## config.mk

```make
export PLATFORM = sky130hd
export DESIGN_NAME = counter_pow_seq
export DESIGN_NICKNAME = d
export VERILOG_FILES = /design/src/rtl/counter_pow_seq.sv
export SDC_FILE = /design/constraint.sdc
export NUM_CORES = 2
export LEC_CHECK = 0
export CAP_MARGIN = 20
export CORE_ASPECT_RATIO = 1.25
export CORE_MARGIN = 2
export CORE_UTILIZATION = 50
export DETAILED_ROUTE_END_ITERATION = 10
export PLACE_DENSITY = 0.64
export SLEW_MARGIN = 20
export SYNTH_ARGS = -nofsm -noshare
export SYNTH_HDL_FRONTEND = slang
export SYNTH_SLANG_ARGS = --single-unit
```

## constraint.sdc

```tcl
create_clock -name clk -period 9.6 [get_ports clk]
set_clock_uncertainty 0.2 [all_clocks]
set_input_delay 1.92 -clock clk [delete_from_list [all_inputs] [get_ports clk]]
set_output_delay 1.92 -clock clk [all_outputs]
set_load 0.02 [all_outputs]
```

## src/rtl/counter_pow_seq.sv

```systemverilog
// counter_pow_seq: iterative integer power unit, out_y = a^exp mod 2^OUT_W.
// Right-to-left square-and-multiply with valid/ready handshakes on both sides.
// Optional build macro POW_PIPE_MUL_EN: a single shared multiplier with a
// registered product, so each iteration takes two cycles. Without the macro,
// separate square and multiply product paths give one iteration per cycle.
module counter_pow_seq #(
    parameter int IN_W  = 8,
    parameter int EXP_W = 4,
    parameter int OUT_W = 32
) (
    input  logic             clk,
    input  logic             rst_n,
    input  logic             in_valid,
    output logic             in_ready,
    input  logic [IN_W-1:0]  in_a,
    input  logic [EXP_W-1:0] in_exp,
    output logic             out_valid,
    input  logic             out_ready,
    output logic [OUT_W-1:0] out_y,
    output logic             out_ovf,
    output logic             busy
);

    typedef enum logic [1:0] {
        S_IDLE = 2'd0,
        S_RUN  = 2'd1,
        S_DONE = 2'd2
    } state_t;

    state_t           state_q, state_d;
    logic [OUT_W-1:0] acc_q, acc_d;
    logic [OUT_W-1:0] base_q, base_d;
    logic [EXP_W-1:0] e_q, e_d;
    logic             ovf_q, ovf_d;
    logic             base_ovf_q, base_ovf_d;

`ifdef POW_PIPE_MUL_EN
    // Pipelined variant: one multiplier whose operands alternate between
    // base*base (phase 0) and acc*base (phase 1). The result of the phase 1
    // multiply is captured into acc on the following phase 0; flush_q marks
    // the extra phase 0 that only drains the last pending product.
    logic               phase_q, phase_d;
    logic               flush_q, flush_d;
    logic [OUT_W-1:0]   prod_q, prod_d;
    logic               prod_nz_q, prod_nz_d;
    logic               pend_q, pend_d;
    logic               pend_ovf_q, pend_ovf_d;
    logic [OUT_W-1:0]   mul_x;
    logic [2*OUT_W-1:0] mul_full;

    // Shared multiplier operand select: square in phase 0, acc*base in phase 1
    always_comb begin
        mul_x = phase_q ? acc_q : base_q;
    end

    assign mul_full = {{OUT_W{1'b0}}, mul_x} * {{OUT_W{1'b0}}, base_q};

    // Next-state, datapath and overflow bookkeeping for the two-phase iteration
    always_comb begin
        state_d    = state_q;
        acc_d      = acc_q;
        base_d     = base_q;
        e_d        = e_q;
        ovf_d      = ovf_q;
        base_ovf_d = base_ovf_q;
        phase_d    = phase_q;
        flush_d    = flush_q;
        prod_d     = prod_q;
        prod_nz_d  = prod_nz_q;
        pend_d     = pend_q;
        pend_ovf_d = pend_ovf_q;
        case (state_q)
            S_IDLE: begin
                if (in_valid) begin
                    base_d     = OUT_W'(in_a);
                    acc_d      = {{(OUT_W-1){1'b0}}, 1'b1};
                    e_d        = in_exp;
                    ovf_d      = 1'b0;
                    base_ovf_d = 1'b0;
                    phase_d    = 1'b0;
                    flush_d    = 1'b0;
                    prod_d     = '0;
                    prod_nz_d  = 1'b0;
                    pend_d     = 1'b0;
                    pend_ovf_d = 1'b0;
                    state_d    = (in_exp == '0) ? S_DONE : S_RUN;
                end
            end
            S_RUN: begin
                if (!phase_q) begin
                    if (pend_q) begin
                        acc_d  = prod_q;
                        ovf_d  = ovf_q | pend_ovf_q;
                        pend_d = 1'b0;
                    end
                    if (flush_q) begin
                        flush_d = 1'b0;
                        state_d = S_DONE;
                    end else begin
                        prod_d    = mul_full[OUT_W-1:0];
                        prod_nz_d = (mul_full[2*OUT_W-1:OUT_W] != '0);
                        phase_d   = 1'b1;
                    end
                end else begin
                    base_d     = prod_q;
                    base_ovf_d = base_ovf_q | prod_nz_q;
                    if (e_q[0]) begin
                        prod_d     = mul_full[OUT_W-1:0];
                        pend_d     = 1'b1;
                        pend_ovf_d = base_ovf_q | (mul_full[2*OUT_W-1:OUT_W] != '0);
                    end
                    e_d     = e_q >> 1;
                    phase_d = 1'b0;
                    if ((e_q >> 1) == '0) begin
                        flush_d = 1'b1;
                    end
                end
            end
            S_DONE: begin
                if (out_ready) begin
                    state_d = S_IDLE;
                end
            end
            default: begin
                state_d = S_IDLE;
            end
        endcase
    end

    // Pipeline-only registers, cleared asynchronously with the rest
    always_ff @(posedge clk or negedge rst_n) begin
        if (!rst_n) begin
            phase_q    <= 1'b0;
            flush_q    <= 1'b0;
            prod_q     <= '0;
            prod_nz_q  <= 1'b0;
            pend_q     <= 1'b0;
            pend_ovf_q <= 1'b0;
        end else begin
            phase_q    <= phase_d;
            flush_q    <= flush_d;
            prod_q     <= prod_d;
            prod_nz_q  <= prod_nz_d;
            pend_q     <= pend_d;
            pend_ovf_q <= pend_ovf_d;
        end
    end
`else
    // Single-cycle variant: independent square and acc*base product paths
    logic [2*OUT_W-1:0] sq_full;
    logic [2*OUT_W-1:0] mul_full;

    assign sq_full  = {{OUT_W{1'b0}}, base_q} * {{OUT_W{1'b0}}, base_q};
    assign mul_full = {{OUT_W{1'b0}}, acc_q} * {{OUT_W{1'b0}}, base_q};

    // Next-state and datapath: one square-and-multiply step per RUN cycle
    always_comb begin
        state_d    = state_q;
        acc_d      = acc_q;
        base_d     = base_q;
        e_d        = e_q;
        ovf_d      = ovf_q;
        base_ovf_d = base_ovf_q;
        case (state_q)
            S_IDLE: begin
                if (in_valid) begin
                    base_d     = OUT_W'(in_a);
                    acc_d      = {{(OUT_W-1){1'b0}}, 1'b1};
                    e_d        = in_exp;
                    ovf_d      = 1'b0;
                    base_ovf_d = 1'b0;
                    state_d    = (in_exp == '0) ? S_DONE : S_RUN;
                end
            end
            S_RUN: begin
                if (e_q[0]) begin
                    acc_d = mul_full[OUT_W-1:0];
                    ovf_d = ovf_q | base_ovf_q | (mul_full[2*OUT_W-1:OUT_W] != '0);
                end
                base_d     = sq_full[OUT_W-1:0];
                base_ovf_d = base_ovf_q | (sq_full[2*OUT_W-1:OUT_W] != '0);
                e_d        = e_q >> 1;
                if ((e_q >> 1) == '0) begin
                    state_d = S_DONE;
                end
            end
            S_DONE: begin
                if (out_ready) begin
                    state_d = S_IDLE;
                end
            end
            default: begin
                state_d = S_IDLE;
            end
        endcase
    end
`endif

    // Core state and datapath registers; reset discards any job in flight
    always_ff @(posedge clk or negedge rst_n) begin
        if (!rst_n) begin
            state_q    <= S_IDLE;
            acc_q      <= '0;
            base_q     <= '0;
            e_q        <= '0;
            ovf_q      <= 1'b0;
            base_ovf_q <= 1'b0;
        end else begin
            state_q    <= state_d;
            acc_q      <= acc_d;
            base_q     <= base_d;
            e_q        <= e_d;
            ovf_q      <= ovf_d;
            base_ovf_q <= base_ovf_d;
        end
    end

    assign in_ready  = (state_q == S_IDLE);
    assign out_valid = (state_q == S_DONE);
    assign busy      = (state_q != S_IDLE);
    assign out_y     = acc_q;
    assign out_ovf   = ovf_q;

endmodule

```

# ---- Word level (Yosys, flattened, before mapping)
# Index checks and enable logic that the tools add are counted.
dict set report word_totals {
  reg_bits 72
  in_bits 16
  output_inout_bits 36
}
dict set report classes {
  reduce_logical 10
  n_eq_ne 6
  muxes 16
  bitwise 3
  n_mul 2
}
# op count
set ops {}
lappend ops {{32-bit by 32-bit multiplier with 64-bit output} 2}
lappend ops {{32-bit case mux with 2 select lines} 2}
lappend ops {{32-bit 2-to-1 mux} 3}
lappend ops {{32-bit nonzero test} 2}
lappend ops {{4-bit logical NOT} 2}
lappend ops {{2-bit 2-to-1 mux} 4}
lappend ops {{4-bit case mux with 2 select lines} 1}
lappend ops {{2-bit inequality test (second input constant)} 3}
lappend ops {{2-bit case mux with 3 select lines} 1}
lappend ops {{3-bit AND reduction} 2}
lappend ops {{4-bit 2-to-1 mux} 1}
lappend ops {{1-bit case mux with 2 select lines} 2}
lappend ops {{2-bit nonzero test} 2}
lappend ops {{1-bit OR} 3}
lappend ops {{2-bit by 1-bit == test with 1-bit output (second input constant)} 1}
lappend ops {{2-bit == test (second input constant)} 1}
lappend ops {{2-bit logical NOT} 1}
lappend ops {{1-bit 2-to-1 mux} 2}
lappend ops {{2-bit by 1-bit inequality test with 1-bit output (second input constant)} 1}
lappend ops {{2-bit AND reduction} 1}

# ---- Depth between registers and ports, before layout
dict set report logic_depth {
  word_depth 5
  depth_mapped 34
  ltp_nobuf 31
}

# ---- Worst setup path after synthesis
# Ideal clock, no wire load.
dict set report synth_timing {
  path_type {register to register}
  from {register base_q[2]}
  to {register base_ovf_q}
  setup_ps 133
  path_buffers 4
  setup_slack_ps 1142
  path_stages_with_launch 30
  t_arrival_ps 8125
  synth_period_minus_slack_ps 8458
  required_time_ps 9267
  path_cell_list {dfrtp_1 > clkbuf_1 > clkbuf_1 > buf_1 > nand2_1 > fa_1 > fa_1 > inv_1 > fa_1 > inv_1 > fa_1 > inv_1 > fa_1 > fa_1 > fa_1 > fa_1 > ha_1 > clkbuf_1 > a21oi_1 > o21ai_1 > a22oi_1 > o211ai_1 > o31ai_1 > a21oi_1 > o21ai_0 > mux2_2 > a2111oi_0 > nand4_1 > nor4_1 > a31oi_1}
}
dict set report synth_between {
  elab_chain_cells 4
}
# item line_no
set synth_rtl {}
lappend synth_rtl {{from (decl)} 32} ;# logic [OUT_W-1:0] base_q, base_d;
lappend synth_rtl {{from (signal assigned)} 211} ;# base_q <= base_d;
lappend synth_rtl {{32-bit by 32-bit multiplier with 64-bit output} 153} ;# assign sq_full = {{OUT_W{1'b0}}, base_q} * {{OUT_W{1'b0}}, base_q};
lappend synth_rtl {{32-bit nonzero test} 181} ;# base_ovf_d = base_ovf_q | (sq_full[2*OUT_W-1:OUT_W] != '0);
lappend synth_rtl {{1-bit OR} 181}
lappend synth_rtl {{1-bit case mux with 2 select lines} 164} ;# case (state_q)
lappend synth_rtl {{to (signal assigned)} 214} ;# base_ovf_q <= base_ovf_d;
lappend synth_rtl {{to (decl)} 35} ;# logic base_ovf_q, base_ovf_d;
# No other way between the ends.
# A chain may end at the register's enable or synchronous reset.

# ---- Worst setup path in the final report
dict set report layout_timing {
  from {register acc_q[14], in the netlist out_y[14]}
  to {register ovf_q, in the netlist out_ovf}
}
dict set report layout_between {
  elab_chain_cells 5
}
# item line_no
set layout_rtl {}
lappend layout_rtl {{from (decl)} 31} ;# logic [OUT_W-1:0] acc_q, acc_d;
lappend layout_rtl {{from (signal assigned)} 203} ;# acc_q <= '0;
lappend layout_rtl {{from (signal assigned)} 210} ;# acc_q <= acc_d;
lappend layout_rtl {{32-bit by 32-bit multiplier with 64-bit output} 154} ;# assign mul_full = {{OUT_W{1'b0}}, acc_q} * {{OUT_W{1'b0}}, base_q};
lappend layout_rtl {{32-bit nonzero test} 178} ;# ovf_d = ovf_q | base_ovf_q | (mul_full[2*OUT_W-1:OUT_W] != '0);
lappend layout_rtl {{1-bit OR} 178}
lappend layout_rtl {{1-bit 2-to-1 mux} 176} ;# if (e_q[0]) begin
lappend layout_rtl {{1-bit case mux with 2 select lines} 164}
lappend layout_rtl {{to (signal assigned)} 213} ;# ovf_q <= ovf_d;
lappend layout_rtl {{to (decl)} 34} ;# logic ovf_q, ovf_d;
# No other way between the ends. The select of a mux whose other input is x is not followed.

==> flow_summary.toml <==
[outcome]
status = "complete, no violations"

[critical_path]
end_kind = "flip-flop"
required_ns = 9.72
cp_top_family = "adder cells"
worstPathArrival_ns = 9.34
crit_top_cell = "fa_1"
crit_path_max_incr_delay_ns = 0.64
cpMaxStageDelayCell = "a2111oi_2"
crit_type = "flip-flop to flip-flop"
cp_max_fo = 13
critPathBufInv = 4
startpoint_type = "flip-flop"

[clock_network]
cts_sinks = 72
clk_path_buf_depth = 2
cts_tree = "done"
ctsHoldBuffers = 0
clk_latency_ns = 0.44
clk_transition_reported_paths_ns = 0.08
cts-root-buf = "clkbuf_16"
ctsHtreeMaxLevel = 3
cts_setup_buffers = 0
numCtsBuffers = 9

[global_route]
grt_pass1_wl_microns = 294000
grt_pass1_vias = 53300
grt_max_degree = 58
antenna_found_initial = 4
grt_usage_pct = 28.5
gr-total-overflow = 0

[synth]
synth_nets = 9254
synth_top_family_by_area = "adder cells"
yosys.area.top_type = "fa_1"
ys_ff_latch = 72
syn_avg_cell_area_sq_um = 9.30
synth_compound_area_share_pct = 5.55
muxShareOfSynthArea_pct = 0.238
synth.distinct_cells = 92
synth_seq_area_share_pct = 2.77
ys_warn_count = 0
synthMostInstantiatedCell = "fa_1"
netlist_area_sq_um = 65100
synthFlopType = "dfrtp_1"
synth_commonest_cells = "1689 x fa_1, 1546 x inv_1, 857 x nand2_1"
synth_xor_xnor_area_share_pct = 1.82
synth_adder_area_share_pct = 62.6
synth_edf_count = 0
netlist.area_leader.share_pct = 52.0
yosys.area_share.simple_pct = 15.7
async_flop_share_pct = 100
ys_top_cells_by_area = "fa_1 52%, ha_1 11%, inv_1 8.9%"
syn_inst = 6996

[placed_design]
place_congestion = 0.922
placed_cells = 8531
post-place-ws_ns = 0.389
hpwl_microns = 150000
port_buffers = 51

[die]
pin_count = 52
die_area_sq_um = 133000
num_rows = 148
core_area_sq_um = 130000
initial_core_util_pct = 50.2
fp.dieH_microns = 407
fp.dieW_microns = 327

[layout]
seqCellArea_sq_um = 1850
syn_to_final_growth_pct = 4.32
fill_cells = 12000
layout.nets = 9075
multi_input_area_sq_um = 55900
drive_gt1_share_pct = 3.78
final_util_pct = 52.4
layoutNonFillerInstCount = 8549

[routing]
routed-wl-met3_microns = 8130
vias = 46900
wirelength_microns = 181000
dr.first_iter.drc_count = 2653
dr_wl_met2_microns = 94200
wl_per_cell_microns = 21.1
drtPass1Iterations = 7
viasPerCell = 5.49
ant_nets = 0
wl_met1_microns = 70100
post-route-drc-count = 0
maxUsedRoutingLayer = "met5"

[timing]
fmax_mhz = 108
fin_crit_ns = 9.22
tns_ns = 0
setup_viol_count_final = 0
relSlewSlack_pct = 36.2
worstMarginPinSlew_ns = 0.958
fin_crit_sh_pct = 96.0
finalMaxSlewViolations = 0
rsz0062_at_grt = "no"
hold_viol_final = 0
setup_slack_ns = 0.381

[run]
max_cap_viol_count = 0

[min_path]
hold_path_class = "flip-flop to flip-flop"
cell usage in the layout (no fill, tap or decap), drive strengths merged, types with 45 or more instances in the layout:
cell type      count
fa              1689
inv             1547
nand2            857
and2             846
ha               553
buf              160
a21oi            155
o21ai            141
nor2             115
xnor2             72
dfrtp             72
xor2              61
a21o              51
nand4             51
clkdlybuf4s50     50
nand3             45
metrics by stage:
stage          hold WS, ns  instance area, sq um
2_1_floorplan        0.263                 65100
3_3_place_gp         0.292                 67600
3_5_place_dp         0.303                 67600
4_1_cts              0.326                 67900
5_1_grt              0.366                 67900
6_report             0.325                 67900
flip-flops by register name, summed over array words and instances, names as in the netlist:
register,flops
state_q,2
base_q,32
e_q,4
out_ovf,1
out_y,32
base_ovf_q,1
worst min-delay path, stage by stage, from the launching register on:
cell and delay, ns:
dfrtp_1 0.36, nand2_1 0.05, o21ai_0 0.07
worst paths after layout:
| kind | end | start | depth (start not counted) | slack (ns) |
|---|---|---|---|---|
| max reg2reg | out_ovf | out_y[14] | 25 | 0.38 |
| max in group asynchronous | base_q[17] | rst_n | 2 | 6.65 |
| min in group asynchronous | out_ovf | rst_n | 1 | 1.21 |
| max | out_ovf | out_y[14] | 25 | 0.38 |
| min reg2reg | e_q[0] | e_q[0] | 2 | 0.32 |
| min | e_q[0] | e_q[0] | 2 | 0.32 |
metal layers:
layer	track usage (%)	up-vias
met1	35.5	24800
li1	-	20400
met4	11.9	4
met2	50.6	1318
met5	0	-
met3	2.80	385
cell families (layout without fill, tap and decap cells):
family | after synthesis | after routing
flip-flops | 72 | 72
AND/OR/NAND/NOR | 2027 | 2027
other | 0 | 2
adder cells (fa/ha/maj) | 2242 | 2242
multiplexers | 15 | 15
XOR/XNOR | 133 | 133
AO/OA/AOI/OAI | 560 | 560
buffers and inverters | 1947 | 1773
area by class of cell:
cell class	count	share of cell area [%]
antenna	2	0.00737
tap	1725	3.18
clock buffer	10	0.337
multi-input combinational	4977	82.4
inverter	1547	8.55
timing repair buffer	210	2.76
sequential	72	2.73
clock inverter	6	0.0645
timing repair:
action | in CTS | in global routing
gates resized for setup | 0 | 7
hold endpoints to repair | 0 | 0
setup endpoints to repair | 0 | 2
Power is not shown: default switching activity piles up to over one toggle a cycle in this logic, so the estimate is an artifact.
